===== src/rtl/kronos_pkg.sv =====
// kronos_pkg: shared types and default widths for the XIF result path.
// The entry struct is sized by the default id/data widths.
package kronos_pkg;

  localparam int XIF_ID_W   = 4;
  localparam int XIF_DATA_W = 32;

  typedef struct packed {
    logic [XIF_ID_W-1:0]   id;
    logic [XIF_DATA_W-1:0] data;
    logic                  we;
  } xif_res_t;

  localparam int XIF_RES_W = $bits(xif_res_t);

endpackage


===== src/rtl/xif_result_fifo_mem.sv =====
// xif_result_fifo_mem: in-order entry storage with wrap-around pointers.
// Full/empty come from the extra pointer MSB.
module xif_result_fifo_mem
  import kronos_pkg::*;
#(
  parameter int DEPTH = 4,
  parameter int W     = XIF_RES_W,
  localparam int AW   = $clog2(DEPTH)
) (
  input  logic         clk_i,
  input  logic         rst_ni,
  input  logic         wr_en_i,
  input  logic [W-1:0] wr_data_i,
  input  logic         rd_en_i,
  output logic [W-1:0] rd_data_o,
  output logic [AW:0]  count_o,
  output logic         empty_o,
  output logic         full_o
);

  logic [W-1:0] r_mem [DEPTH];
  logic [AW:0]  r_wptr;
  logic [AW:0]  r_rptr;
  logic         w_wr;
  logic         w_rd;

  assign empty_o = (r_wptr == r_rptr);
  assign full_o  = (r_wptr[AW] != r_rptr[AW]) &&
                   (r_wptr[AW-1:0] == r_rptr[AW-1:0]);
  assign count_o = r_wptr - r_rptr;
  assign w_wr    = wr_en_i && !full_o;
  assign w_rd    = rd_en_i && !empty_o;
  assign rd_data_o = r_mem[r_rptr[AW-1:0]];

  // pointer update; reset drops every entry
  always_ff @(posedge clk_i) begin
    if (!rst_ni) begin
      r_wptr <= '0;
      r_rptr <= '0;
    end else begin
      if (w_wr) r_wptr <= r_wptr + 1'b1;
      if (w_rd) r_rptr <= r_rptr + 1'b1;
    end
  end

  // entry write; contents are don't-care until pointed at
  always_ff @(posedge clk_i) begin
    if (w_wr) r_mem[r_wptr[AW-1:0]] <= wr_data_i;
  end

endmodule


===== src/rtl/xif_result_queue.sv =====
// xif_result_queue: in-order XIF result FIFO gated by commit/kill state.
// Optional macro XIF_RESULT_BYPASS_EN: same-cycle bypass when empty.
module xif_result_queue
  import kronos_pkg::*;
#(
  parameter int DEPTH      = 4,
  parameter int ID_WIDTH   = XIF_ID_W,
  parameter int DATA_WIDTH = XIF_DATA_W
) (
  input  logic                  clk_i,
  input  logic                  rst_ni,
  input  logic                  push_valid_i,
  output logic                  push_ready_o,
  input  logic [ID_WIDTH-1:0]   push_id_i,
  input  logic [DATA_WIDTH-1:0] push_data_i,
  input  logic                  push_we_i,
  input  logic                  commit_valid_i,
  input  logic [ID_WIDTH-1:0]   commit_id_i,
  input  logic                  commit_kill_i,
  output logic                  result_valid_o,
  input  logic                  result_ready_i,
  output logic [ID_WIDTH-1:0]   result_id_o,
  output logic [DATA_WIDTH-1:0] result_data_o,
  output logic                  result_we_o,
  output logic [$clog2(DEPTH):0] count_o,
  output logic                  empty_o,
  output logic                  full_o
);

  localparam int NID = 1 << ID_WIDTH;
  localparam int EW  = ID_WIDTH + DATA_WIDTH + 1;

  logic [NID-1:0]        r_committed;
  logic [NID-1:0]        r_killed;
  logic [NID-1:0]        w_cmt_nxt;
  logic [NID-1:0]        w_kil_nxt;
  logic [EW-1:0]         w_head;
  logic [EW-1:0]         w_push_ent;
  logic [EW-1:0]         w_out;
  logic [ID_WIDTH-1:0]   w_head_id;
  logic                  w_empty;
  logic                  w_full;
  logic                  w_head_ok;
  logic                  w_head_kill;
  logic                  w_byp;
  logic                  w_byp_take;
  logic                  w_pop;
  logic                  w_push;
  logic                  w_cmt_push;

  assign w_push_ent = {push_id_i, push_data_i, push_we_i};
  assign w_head_id  = w_head[EW-1 -: ID_WIDTH];
  assign w_push     = push_valid_i && !w_full;
  assign w_cmt_push = commit_valid_i && !commit_kill_i &&
                      (commit_id_i == push_id_i);

  assign w_head_ok   = !w_empty && r_committed[w_head_id] &&
                       !r_killed[w_head_id];
  assign w_head_kill = !w_empty && r_killed[w_head_id];

`ifdef XIF_RESULT_BYPASS_EN
  assign w_byp = w_empty && push_valid_i && !r_killed[push_id_i] &&
                 (r_committed[push_id_i] || w_cmt_push);
`else
  assign w_byp = 1'b0;
`endif

  assign w_byp_take = w_byp && result_ready_i;
  assign w_pop = (w_head_ok && result_ready_i) || w_head_kill;

  xif_result_fifo_mem #(
    .DEPTH (DEPTH),
    .W     (EW)
  ) u_mem (
    .clk_i     (clk_i),
    .rst_ni    (rst_ni),
    .wr_en_i   (w_push && !w_byp_take),
    .wr_data_i (w_push_ent),
    .rd_en_i   (w_pop),
    .rd_data_o (w_head),
    .count_o   (count_o),
    .empty_o   (w_empty),
    .full_o    (w_full)
  );

  assign empty_o      = w_empty;
  assign full_o       = w_full;
  assign push_ready_o = !w_full;

  assign result_valid_o = w_head_ok || w_byp;
  assign w_out = w_head_ok ? w_head :
                 (w_byp ? w_push_ent : '0);
  assign result_id_o   = w_out[EW-1 -: ID_WIDTH];
  assign result_data_o = w_out[DATA_WIDTH:1];
  assign result_we_o   = w_out[0];

  // next status bitmaps: clear on pop, then record new commit/kill
  always_comb begin
    w_cmt_nxt = r_committed;
    w_kil_nxt = r_killed;
    if (w_pop) begin
      w_cmt_nxt[w_head_id] = 1'b0;
      w_kil_nxt[w_head_id] = 1'b0;
    end
    if (w_byp_take) begin
      w_cmt_nxt[push_id_i] = 1'b0;
      w_kil_nxt[push_id_i] = 1'b0;
    end
    if (commit_valid_i && !(w_byp_take && w_cmt_push)) begin
      if (commit_kill_i) w_kil_nxt[commit_id_i] = 1'b1;
      else               w_cmt_nxt[commit_id_i] = 1'b1;
    end
  end

  // status bitmap registers
  always_ff @(posedge clk_i) begin
    if (!rst_ni) begin
      r_committed <= '0;
      r_killed    <= '0;
    end else begin
      r_committed <= w_cmt_nxt;
      r_killed    <= w_kil_nxt;
    end
  end

endmodule


===== config.mk =====
export PLATFORM = sky130hd
export DESIGN_NAME = xif_result_queue
export DESIGN_NICKNAME = d
export VERILOG_FILES = /design/src/rtl/kronos_pkg.sv /design/src/rtl/xif_result_fifo_mem.sv /design/src/rtl/xif_result_queue.sv
export SDC_FILE = /design/constraint.sdc
export NUM_CORES = 1
export LEC_CHECK = 0
export BUFFER_PORTS_ARGS = -buffer_cell sky130_fd_sc_hd__buf_2
export CORE_ASPECT_RATIO = 0.9
export CORE_UTILIZATION = 63
export DETAILED_ROUTE_END_ITERATION = 16
export PLACE_DENSITY = 0.84
export RECOVER_POWER = 50
export SLEW_MARGIN = 20
export SYNTH_ARGS = -nofsm -noshare
export SYNTH_HDL_FRONTEND = slang
export SYNTH_HIERARCHICAL = 1
export SYNTH_SLANG_ARGS = --single-unit

===== constraint.sdc =====
create_clock -name clk_i -period 8.6 [get_ports clk_i]
set_input_delay 1.29 -clock clk_i [delete_from_list [all_inputs] [get_ports clk_i]]
set_output_delay 1.29 -clock clk_i [all_outputs]
set_load 0.01 [all_outputs]

==> metrics.log, run 1 <==
INFO  metric io_buffer_count = 90
INFO  metric post-synth-top-area-fraction = 53.7%
INFO  metric drive_gt1_share = 23.0%
INFO  metric timing.critical_path.from_type = flip-flop
INFO  metric grt_setup_unrepaired = false
INFO  metric skew = 14.9 ps
INFO  metric area_growth_syn_to_layout = 12.6%
INFO  metric synth_cell_types = 56
INFO  metric max_cap_viol_count = 2
INFO  metric global_route.overflow_total = 0
INFO  metric rr_endpoint = u_mem/r_rptr[0]
INFO  metric clock_path_buffers = 2
INFO  metric grt_first_pass_wirelength = 27.5 mm
INFO  metric syn_area_per_cell = 15.3 sq um
INFO  metric critPathMaxFanout = 37
INFO  metric remaining_drc_errors = 0
INFO  metric failed_checks = capacitance limit, slew limit
INFO  metric timing.final.setup_violations = 0
INFO  metric clock_sinks = 188
INFO  metric gr-usage-all-layers = 27.8%
INFO  metric vias_per_cell = 6.41
INFO  metric synthCells = 540
INFO  metric initial_antenna_violation_count = 0
INFO  metric yosysMostFrequentCell = edfxtp_1
INFO  metric placement.cell_area = 8750 sq um
INFO  metric critical_path.slowest_cell = dfxtp_1
INFO  metric timing.max_slew.rel_slack = -87.0%
INFO  metric post_synth_arst_share = 0%
INFO  metric ys.flop_type = edfxtp_1
INFO  metric outcome = finished with violations
INFO  metric synthesis.nets = 595
INFO  metric holdBufCountCts = 0
INFO  metric ios = 91
INFO  metric final.setup.tns = 0 ps
INFO  metric detail_route.wirelength = 17.7 mm
INFO  metric synth_enable_flop_cells = 148
INFO  metric reg2reg_depth = 9
INFO  metric post_route_ant_nets = 0
INFO  metric clk-insertion-delay-late = 430 ps
INFO  metric die_w = 123 um
INFO  metric drt-wirelength-per-cell = 22.2 um
INFO  metric slowest_delay = 1080 ps
INFO  metric cts_buffers = 17
INFO  metric design.core.area = 12700 sq um
INFO  metric p_total = 0.00274 W
INFO  metric clock_tree_from_tritoncts = yes
INFO  metric worst-endpoint-arrival = 4910 ps
INFO  metric min-delay-path-class = reg -> reg
INFO  metric post_cts.resized_instances = 0
INFO  metric tightest_slew = 2800 ps
INFO  metric clk_root_buffer_cell = clkbuf_16
INFO  metric place_congestion = 0.922
INFO  metric layout.nets = 676
INFO  metric die_y = 111 um
INFO  metric synth.yosys.warnings = 6
INFO  metric post-cts-setup-buffer-count = 0
INFO  metric yosys-top-cells-area = edfxtp_1 54%, mux4_2 11%, dfxtp_1 9.7%
INFO  metric min-delay-start = r_committed[7]
INFO  metric maxClockFrequency = 161 MHz
INFO  metric final_min_period_over_clock_period = 72.1%
INFO  metric ys_seq_area_share = 63.4%
INFO  metric grt_max_degree = 56
INFO  metric synth.top_cells.by_count = 148 x edfxtp_1, 46 x nand3_1, 40 x dfxtp_1, 40 x mux4_2, 36 x a21boi_1
INFO  metric min_delay_path_depth = 2
INFO  metric pwr_density_cell = 294 nW/um^2
INFO  metric vias = 5113
INFO  metric cts_htree_levels = 4
INFO  metric preCtsSetupSlack = 3070 ps
INFO  metric final_hold_viol_count = 0
INFO  metric start_util = 65.0%
INFO  metric vdd_ir_drop_max = 0.204 mV
INFO  metric vias_in_the_first_global_route = 4989
INFO  metric finish.utilization = 73.2%
INFO  metric drt-initial-drc-count = 505
INFO  metric drtPass1Iterations = 5
INFO  metric yosys_register_bits = 188
INFO  metric final_critical_path_setup_slack = 2400 ps
INFO  metric setup.worst_path.class = reg -> out
INFO  metric r2r_setup_slack = 3940 ps
INFO  metric area_of_all_placed_cells_without_fillers = 9320 sq um
INFO  metric clkTransAtPathRegs = 70 ps
INFO  metric min_to = r_committed[7]
INFO  metric critical_path.endpoint_type = primary output
INFO  metric synth_area_leader_cell = edfxtp_1
INFO  metric finalWorstPathRequiredPeriod = 6200 ps
INFO  metric dieArea = 13600 sq um
INFO  metric critPathMostFrequentCell = buf_4
INFO  metric combined_area_of_all_synthesized_cells = 8270 sq um
INFO  metric detailed_place_hpwl = 11.1 mm
INFO  metric worstPathCellList = buf_4 > mux4_2 > nor2b_1 > a22oi_1 > a211o_1 > buf_4 > a21boi_1 > buf_2
INFO  metric maxSlewViolCount = 76
INFO  metric diodes = 0
INFO  metric critical_path_required = 7310 ps
INFO  metric num_rows = 39
INFO  metric cellLeakagePower = 3.28 nW
[cell families after synthesis]
logic type | share of synthesized area [%]
compound gates | 7.86
xor+xnor | 0.212
fa+ha+maj | 1.30
buf+inv | 3.13
flops | 63.4
mux | 14.2
simple gates | 9.91
[metal layers]
metal / vias up / global-route usage, % / routed length (um)
li1: 2310 / - / -
met1: 2557 / 38.6 / 7240
met2: 221 / 43.5 / 8830
met3: 25 / 7.00 / 1250
met4: 0 / 8.86 / 353
met5: - / 0 / 0
[flip-flops by register name, indices dropped and copies added, names as in the netlist, named ones only]
register,cells
r_committed,16
r_killed,16
u_mem/r_mem,148
u_mem/r_rptr,3
u_mem/r_wptr,3
[where the power goes]
group	internal, W	leakage (nW)	switching [W]	total [W]
Clock	0.000441	0.292	0.000355	0.000796
Sequential	0.00113	1.68	0.0000679	0.00120
Combinational	0.000310	1.31	0.000433	0.000743
[layout by cell type, fill, tap and decap left out, types with 4 or more instances in the layout]
cell type    n
edfxtp_1   148
buf_2       48
nand3_1     46
clkbuf_1    43
mux4_2      40
dfxtp_1     39
a21boi_1    36
nand2_1     32
clkbuf_16   17
mux2i_1     13
nand4_1     13
and3_1      10
nor2b_1      9
o21ai_0      9
mux2_2       8
nor2_1       8
inv_1        8
a221o_1      8
ha_1         7
a31oi_1      6
nand3b_1     5
nor3_1       5
o21ai_1      5
inv_8        5
a21o_1       4
inv_6        4
buf_4        4
[per-stage QoR]
step | std cells | hold slack [ps]
floorplan | 540 | 443
global placement | 765 | 462
detailed placement | 765 | 476
CTS | 797 | 486
global route | 798 | 518
finish | 798 | 489
[critical path, delay by kind of cell (launching register included)]
family / cells / cell delay (ps)
AO/OA/AOI/OAI: 3 / 820
buffers and inverters: 3 / 980
multiplexers: 1 / 810
AND/OR/NAND/NOR: 1 / 750
flip-flops: 1 / 1080
[final cells by class]
type | instances | area [sq um]
inverter | 10 | 37.5
sequential | 188 | 5250
clock inverter | 14 | 171
tap | 164 | 205
multi-input combinational | 309 | 2770
clock buffer | 18 | 429
timing repair buffer | 95 | 455
fill | 789 | 3420
[how the worst max path moves through the flow]
stage	endpoint	from	depth (start not counted)
2_1_floorplan	result_data_o[26]	flip-flop	10
3_3_place_gp	result_data_o[0]	flip-flop	8
3_5_place_dp	result_data_o[28]	flip-flop	8
4_1_cts	result_data_o[28]	flip-flop	8
5_1_grt	result_data_o[28]	flip-flop	9
6_report	result_data_o[28]	flip-flop	8
(Power assumes the default switching activity.)
==> inputs of run 2 (changes only) <==
--- a/config.mk
+++ b/config.mk
@@ -5,11 +5,12 @@
 export SDC_FILE = /design/constraint.sdc
 export NUM_CORES = 1
 export LEC_CHECK = 0
+export ABC_AREA = 1
 export BUFFER_PORTS_ARGS = -buffer_cell sky130_fd_sc_hd__buf_2
 export CORE_ASPECT_RATIO = 0.9
-export CORE_UTILIZATION = 63
+export CORE_UTILIZATION = 53
 export DETAILED_ROUTE_END_ITERATION = 16
-export PLACE_DENSITY = 0.84
+export PLACE_DENSITY = 0.75
 export RECOVER_POWER = 50
 export SLEW_MARGIN = 20
 export SYNTH_ARGS = -nofsm -noshare
==> constraint.sdc (replaced) <==
create_clock -name clk_i -period 5.5 [get_ports clk_i]
set_input_delay 0.825 -clock clk_i [delete_from_list [all_inputs] [get_ports clk_i]]
set_output_delay 0.825 -clock clk_i [all_outputs]
set_load 0.01 [all_outputs]
==> metrics.log, run 2 <==
INFO  metric timing.final.setup_violations = 0
INFO  metric drt-initial-drc-count = 723
INFO  metric synth_area_leader_cell = edfxtp_1
INFO  metric synth.top_cells.by_count = 148 x edfxtp_1, 130 x nand2_1, 129 x nor2_1, 107 x inv_1, 102 x nand3_1
INFO  metric drtPass1Iterations = 5
INFO  metric io_buffer_count = 90
INFO  metric cts_htree_levels = 4
INFO  metric post-cts-setup-buffer-count = 0
INFO  metric outcome = finished with violations
INFO  metric vias = 6405
INFO  metric global_route.overflow_total = 0
INFO  metric drive_gt1_share = 10.7%
INFO  metric timing.critical_path.from_type = flip-flop
INFO  metric clock_tree_from_tritoncts = yes
INFO  metric skew = 8.47 ps
INFO  metric diodes = 0
INFO  metric vias_per_cell = 5.41
INFO  metric yosys_register_bits = 188
INFO  metric place_congestion = 0.855
INFO  metric synth.yosys.warnings = 6
INFO  metric p_int = 0.00231 W
INFO  metric critical_path.n_buffers_inverters = 4
INFO  metric synth_enable_flop_cells = 148
INFO  metric design.core.area = 15700 sq um
INFO  metric worst-endpoint-arrival = 4070 ps
INFO  metric worstPathCellList = inv_2 > o21ai_1 > o22ai_1 > inv_4 > nand2_2 > inv_2 > nand2_1 > nand4_1 > nand2_1 > nand2_1 > nor2_2 > nand3_4 > nor2_1 > buf_2
INFO  metric syn_area_per_cell = 9.63 sq um
INFO  metric fraction_of_power_spent_switching_nets = 25.5%
INFO  metric cts_buffers = 17
INFO  metric synth_cell_types = 32
INFO  metric clk-insertion-delay-late = 440 ps
INFO  metric clock_path_buffers = 2
INFO  metric area_growth_syn_to_layout = 12.3%
INFO  metric maxClockFrequency = 204 MHz
INFO  metric post_route_ant_nets = 0
INFO  metric max_cap_viol_count = 1
INFO  metric post-synth-top-area-fraction = 51.5%
INFO  metric vias_in_the_first_global_route = 5882
INFO  metric critical_path.endpoint_type = primary output
INFO  metric power.switching = 0.000790 W
INFO  metric setup.worst_path.class = reg -> out
INFO  metric die_w = 136 um
INFO  metric critPathMostFrequentCell = nand2_1
INFO  metric remaining_drc_errors = 0
INFO  metric failed_checks = capacitance limit, slew limit
INFO  metric grt_max_degree = 40
INFO  metric pwr_density_cell = 320 nW/um^2
INFO  metric comb_power_share = 6.9%
INFO  metric die_y = 123 um
INFO  metric r2r_setup_slack = 980 ps
INFO  metric largest_register_ff_count = 148
INFO  metric power.sequential.fraction = 51.8%
INFO  metric post_synth_arst_share = 0%
INFO  metric detail_route.wirelength = 18.5 mm
INFO  metric gr-usage-all-layers = 23.3%
INFO  metric final_critical_path_setup_slack = 603 ps
INFO  metric drt-wirelength-per-cell = 15.6 um
INFO  metric layout.cells.most_common = edfxtp_1
INFO  metric clk_root_buffer_cell = clkbuf_16
INFO  metric most_used_cells_in_the_layout_excluding_fill_and_tap_cells = 148 x edfxtp_1, 130 x nand2_1, 129 x nor2_1, 107 x inv_1, 102 x nand3_1
INFO  metric final_hold_viol_count = 0
INFO  metric clock_sinks = 188
INFO  metric critical_path.slowest_cell = o22ai_1
INFO  metric critical_path_required = 4680 ps
INFO  metric min-delay-start = r_committed[0]
INFO  metric min-delay-path-class = reg -> reg
INFO  metric cellLeakagePower = 4.11 nW
INFO  metric final.setup.tns = 0 ps
INFO  metric clock_network_fraction_of_design_power = 41.3%
INFO  metric final_min_period_over_clock_period = 89.0%
INFO  metric grt_first_pass_wirelength = 29.5 mm
INFO  metric clkTransAtPathRegs = 70 ps
INFO  metric maxSlewViolCount = 23
INFO  metric synthCells = 896
INFO  metric layout.nets = 1023
INFO  metric combined_area_of_all_synthesized_cells = 8620 sq um
INFO  metric timing.max_slew.rel_slack = -38.6%
INFO  metric slowest_delay = 650 ps
INFO  metric synthesis.nets = 951
INFO  metric preCtsSetupSlack = 737 ps
INFO  metric vdd_ir_drop_max = 0.257 mV
INFO  metric dieArea = 16800 sq um
INFO  metric detailed_place_hpwl = 11.2 mm
INFO  metric num_rows = 43
INFO  metric finalWorstPathRequiredPeriod = 4900 ps
INFO  metric ys.flop_type = edfxtp_1
INFO  metric ios = 91
INFO  metric start_util = 55.1%
INFO  metric ys_seq_area_share = 60.8%
INFO  metric critPathMaxFanout = 39
INFO  metric initial_antenna_violation_count = 0
INFO  metric yosys-top-cells-area = edfxtp_1 52%, dfxtp_1 9.3%, nand3_1 5.9%
INFO  metric grt_setup_unrepaired = false
INFO  metric yosysMostFrequentCell = edfxtp_1
INFO  metric tightest_slew = 2070 ps
INFO  metric cp_top_family = simple AND/OR/NAND/NOR gates
## run 2: path summary, 6_finish.rpt
kind,depth (start not counted),end
setup reg to reg,18,u_mem/r_rptr[2]
setup / recovery,14,result_we_o
hold reg to reg,4,r_committed[0]
hold / removal,4,r_committed[0]
## run 2: worst reg2reg max path: stages, from the launching register on
cell and delay, ps:
dfxtp_2 520, inv_2 600, o21ai_1 170, o22ai_1 650, nand2_2 210, inv_1 270
nand2_1 100, nand4_1 110, nand2_1 60, nand2_1 110, nor2_2 60, nand2_2 500
nand2_4 430, inv_1 260, nand2_1 80, inv_1 70, o211ai_1 80, nand2_1 80
nor2_1 60
## run 2: layout make-up
class	instances	area (sq um)
clock buffer	17	425
multi-input combinational	548	2640
tap	202	253
fill	1269	5970
timing repair buffer	100	485
clock inverter	15	215
sequential	188	5250
inverter	113	427
## run 2: kinds of logic after synthesis
| kind of cell | count (synthesis) | share of synthesized area [%] |
|---|---|---|
| AND/OR/NAND/NOR | 375 | 18.3 |
| flip-flops | 188 | 60.8 |
| AO/OA/AOI/OAI | 164 | 10.8 |
| buffers and inverters | 160 | 8.76 |
| adder cells (fa/ha/maj) | 8 | 1.25 |
| XOR/XNOR | 1 | 0.102 |
## run 2: metrics by stage
stage               power (W)  instances  hold WS (ps)  cell area, sq um  utilization, %
floorplan             0.00178        896           499              8620               -
global placement      0.00185       1150           520              9100            58.1
detailed placement    0.00186       1151           522              9120            58.3
CTS                   0.00312       1183           541              9760            62.4
global route          0.00321       1183           572              9690            61.9
finish                0.00310       1183           540              9690            61.9
## run 2: repair_timing
action	4_1_cts	5_1_grt
endpoints found under the setup margin	0	37
hold buffers	0	0
resized for setup	0	1
## run 2: metal layers
layer,wire [um],GRT usage (%),up-vias
met5,0,0,-
met4,359,8.96,0
met3,1390,5.41,28
met2,8410,35.6,254
met1,8320,32.3,2954
li1,-,-,3169
## run 2: power groups by stage
stage	Sequential (W)	Clock (W)	Combinational, W
floorplan	0.00164	0	0.000138
global placement	0.00164	0	0.000214
detailed placement	0.00164	0	0.000219
CTS	0.00161	0.00129	0.000220
global route	0.00161	0.00136	0.000237
finish	0.00161	0.00128	0.000213
==> inputs of run 3 (changes only) <==
--- a/config.mk
+++ b/config.mk
@@ -10,6 +10,7 @@
 export CORE_ASPECT_RATIO = 0.9
 export CORE_UTILIZATION = 53
 export DETAILED_ROUTE_END_ITERATION = 16
+export MAX_ROUTING_LAYER = met4
 export PLACE_DENSITY = 0.75
 export RECOVER_POWER = 50
 export SLEW_MARGIN = 20
==> metrics.log, run 3 (synthesis gave the netlist of run 2 again) <==
INFO  metric vdd_ir_drop_max = 0.255 mV
INFO  metric finalWorstPathRequiredPeriod = 4910 ps
INFO  metric failed_checks = capacitance limit, slew limit
INFO  metric timing.critical_path.from_type = flip-flop
INFO  metric vias_in_the_first_global_route = 5888
INFO  metric critical_path.endpoint_type = primary output
INFO  metric diodes = 0
INFO  metric ios = 91
INFO  metric dieArea = 16800 sq um
INFO  metric critical_path_required = 4680 ps
INFO  metric vias_per_cell = 5.40
INFO  metric detail_route.wirelength = 18.4 mm
INFO  metric drt-wirelength-per-cell = 15.5 um
INFO  metric area_growth_syn_to_layout = 12.3%
INFO  metric max_cap_viol_count = 1
INFO  metric io_buffer_count = 90
INFO  metric detail_route.wirelength.met1 = 8.14 mm
INFO  metric clock_tree_from_tritoncts = yes
INFO  metric grt_first_pass_wirelength = 29.5 mm
INFO  metric post_route_ant_nets = 0
INFO  metric cellLeakagePower = 4.11 nW
INFO  metric remaining_drc_errors = 0
INFO  metric final_hold_viol_count = 0
INFO  metric die_y = 123 um
INFO  metric power.switching = 0.000783 W
INFO  metric final_min_period_over_clock_period = 89.3%
INFO  metric start_util = 55.1%
INFO  metric initial_antenna_violation_count = 0
INFO  metric place_congestion = 0.868
INFO  metric outcome = finished with violations
INFO  metric vias = 6389
INFO  metric clkTransAtPathRegs = 70 ps
INFO  metric die_w = 136 um
INFO  metric r2r_setup_slack = 970 ps
INFO  metric post-cts-setup-buffer-count = 0
INFO  metric p_int = 0.00231 W
INFO  metric maxSlewViolCount = 23
INFO  metric maxClockFrequency = 203 MHz
INFO  metric layout.nets = 1023
INFO  metric p_total = 0.00310 W
INFO  metric num_rows = 43
INFO  metric global_route.overflow_total = 0
INFO  metric timing.final.setup_violations = 0
INFO  metric wl_met2 = 8.43 mm
INFO  metric tightest_slew = 2050 ps
INFO  metric timing.max_slew.rel_slack = -37.4%
INFO  metric holdBufCountCts = 0
INFO  metric clock_sinks = 188
INFO  metric grt_max_degree = 40
INFO  metric drt-initial-drc-count = 735
INFO  metric design.core.area = 15700 sq um
INFO  metric worst-endpoint-arrival = 4090 ps
INFO  metric most_used_cells_in_the_layout_excluding_fill_and_tap_cells = 148 x edfxtp_1, 130 x nand2_1, 129 x nor2_1, 107 x inv_1, 102 x nand3_1
INFO  metric critPathMaxFanout = 39
INFO  metric drtPass1Iterations = 6
INFO  metric final-seq-area = 5250 sq um
INFO  metric fraction_of_power_spent_switching_nets = 25.3%
INFO  metric setup.worst_path.class = reg -> out
INFO  metric comb_power_share = 6.9%
INFO  metric clock_path_buffers = 2
INFO  metric detailed_place_hpwl = 11.2 mm
INFO  metric multiInputGateArea = 2640 sq um
INFO  metric min-delay-path-class = reg -> reg
INFO  metric drive_gt1_share = 10.7%
INFO  metric final.setup.tns = 0 ps
INFO  metric layout.cells.most_common = edfxtp_1
INFO  metric min-delay-start = r_killed[9]
INFO  metric post_cts.resized_instances = 0
INFO  metric power.sequential.fraction = 51.9%
INFO  metric met3WireLength = 1.53 mm
INFO  metric cts_buffers = 17
INFO  metric filler_cell_count = 1269
INFO  metric pwr_density_cell = 320 nW/um^2
INFO  metric maxUsedRoutingLayer = met4
INFO  metric clk-insertion-delay-late = 430 ps
INFO  metric cts_htree_levels = 4
INFO  metric grt_setup_unrepaired = false
INFO  metric clock_network_fraction_of_design_power = 41.2%
INFO  metric gr-usage-all-layers = 23.9%
INFO  metric skew = 7.61 ps
INFO  metric clk_root_buffer_cell = clkbuf_16
INFO  metric largest_register_ff_count = 148
[run 3: power by group through the flow]
stage                     clock network, W  registers [W]  logic, W
after floorplan                          0        0.00164  0.000138
after global placement                   0        0.00164  0.000214
after detailed placement                 0        0.00164  0.000219
after CTS                          0.00129        0.00161  0.000220
after global routing               0.00136        0.00161  0.000236
final                              0.00128        0.00161  0.000213
[run 3: worst paths after layout]
| kind | to | cells after the start |
|---|---|---|
| max | result_we_o | 12 |
| min reg2reg | r_killed[9] | 4 |
| min | r_killed[9] | 4 |
| max reg2reg | u_mem/r_rptr[2] | 18 |
[run 3: layer usage]
layer	vias up	track usage [%]
li1	3172	-
met1	2936	32.4
met2	260	35.6
met3	21	5.49
met4	0	8.13
met5	-	-
[run 3: worst max-delay path: stages, from the launching register on]
cell	delay, ps
dfxtp_2	520
inv_2	600
o21ai_1	170
o22ai_1	660
nor2_2	280
nand2_1	110
o21ai_0	90
o21ai_1	160
nand2_1	80
nor2_2	170
nand3_4	400
nor2_1	230
buf_2	160
[run 3: stage by stage]
stage | worst slack [ps] | hold WS [ps] | area (sq um) | cells | util [%]
detailed placement | 737 | 522 | 9120 | 1151 | 58.3
finish | 586 | 539 | 9690 | 1183 | 61.9
CTS | 267 | 541 | 9760 | 1183 | 62.4
global placement | 889 | 520 | 9100 | 1150 | 58.1
global route | 179 | 572 | 9690 | 1183 | 61.9
floorplan | 1910 | 499 | 8620 | 896 | -
[run 3: final cells by class]
| class | instances | area share (%) |
|---|---|---|
| clock buffers | 17 | 4.39 |
| clock inverters | 15 | 2.22 |
| inverters | 113 | 4.40 |
| multi-input cells | 548 | 27.2 |
| flip-flops and latches | 188 | 54.2 |
| well taps | 202 | 2.61 |
| repair buffers | 100 | 5.01 |
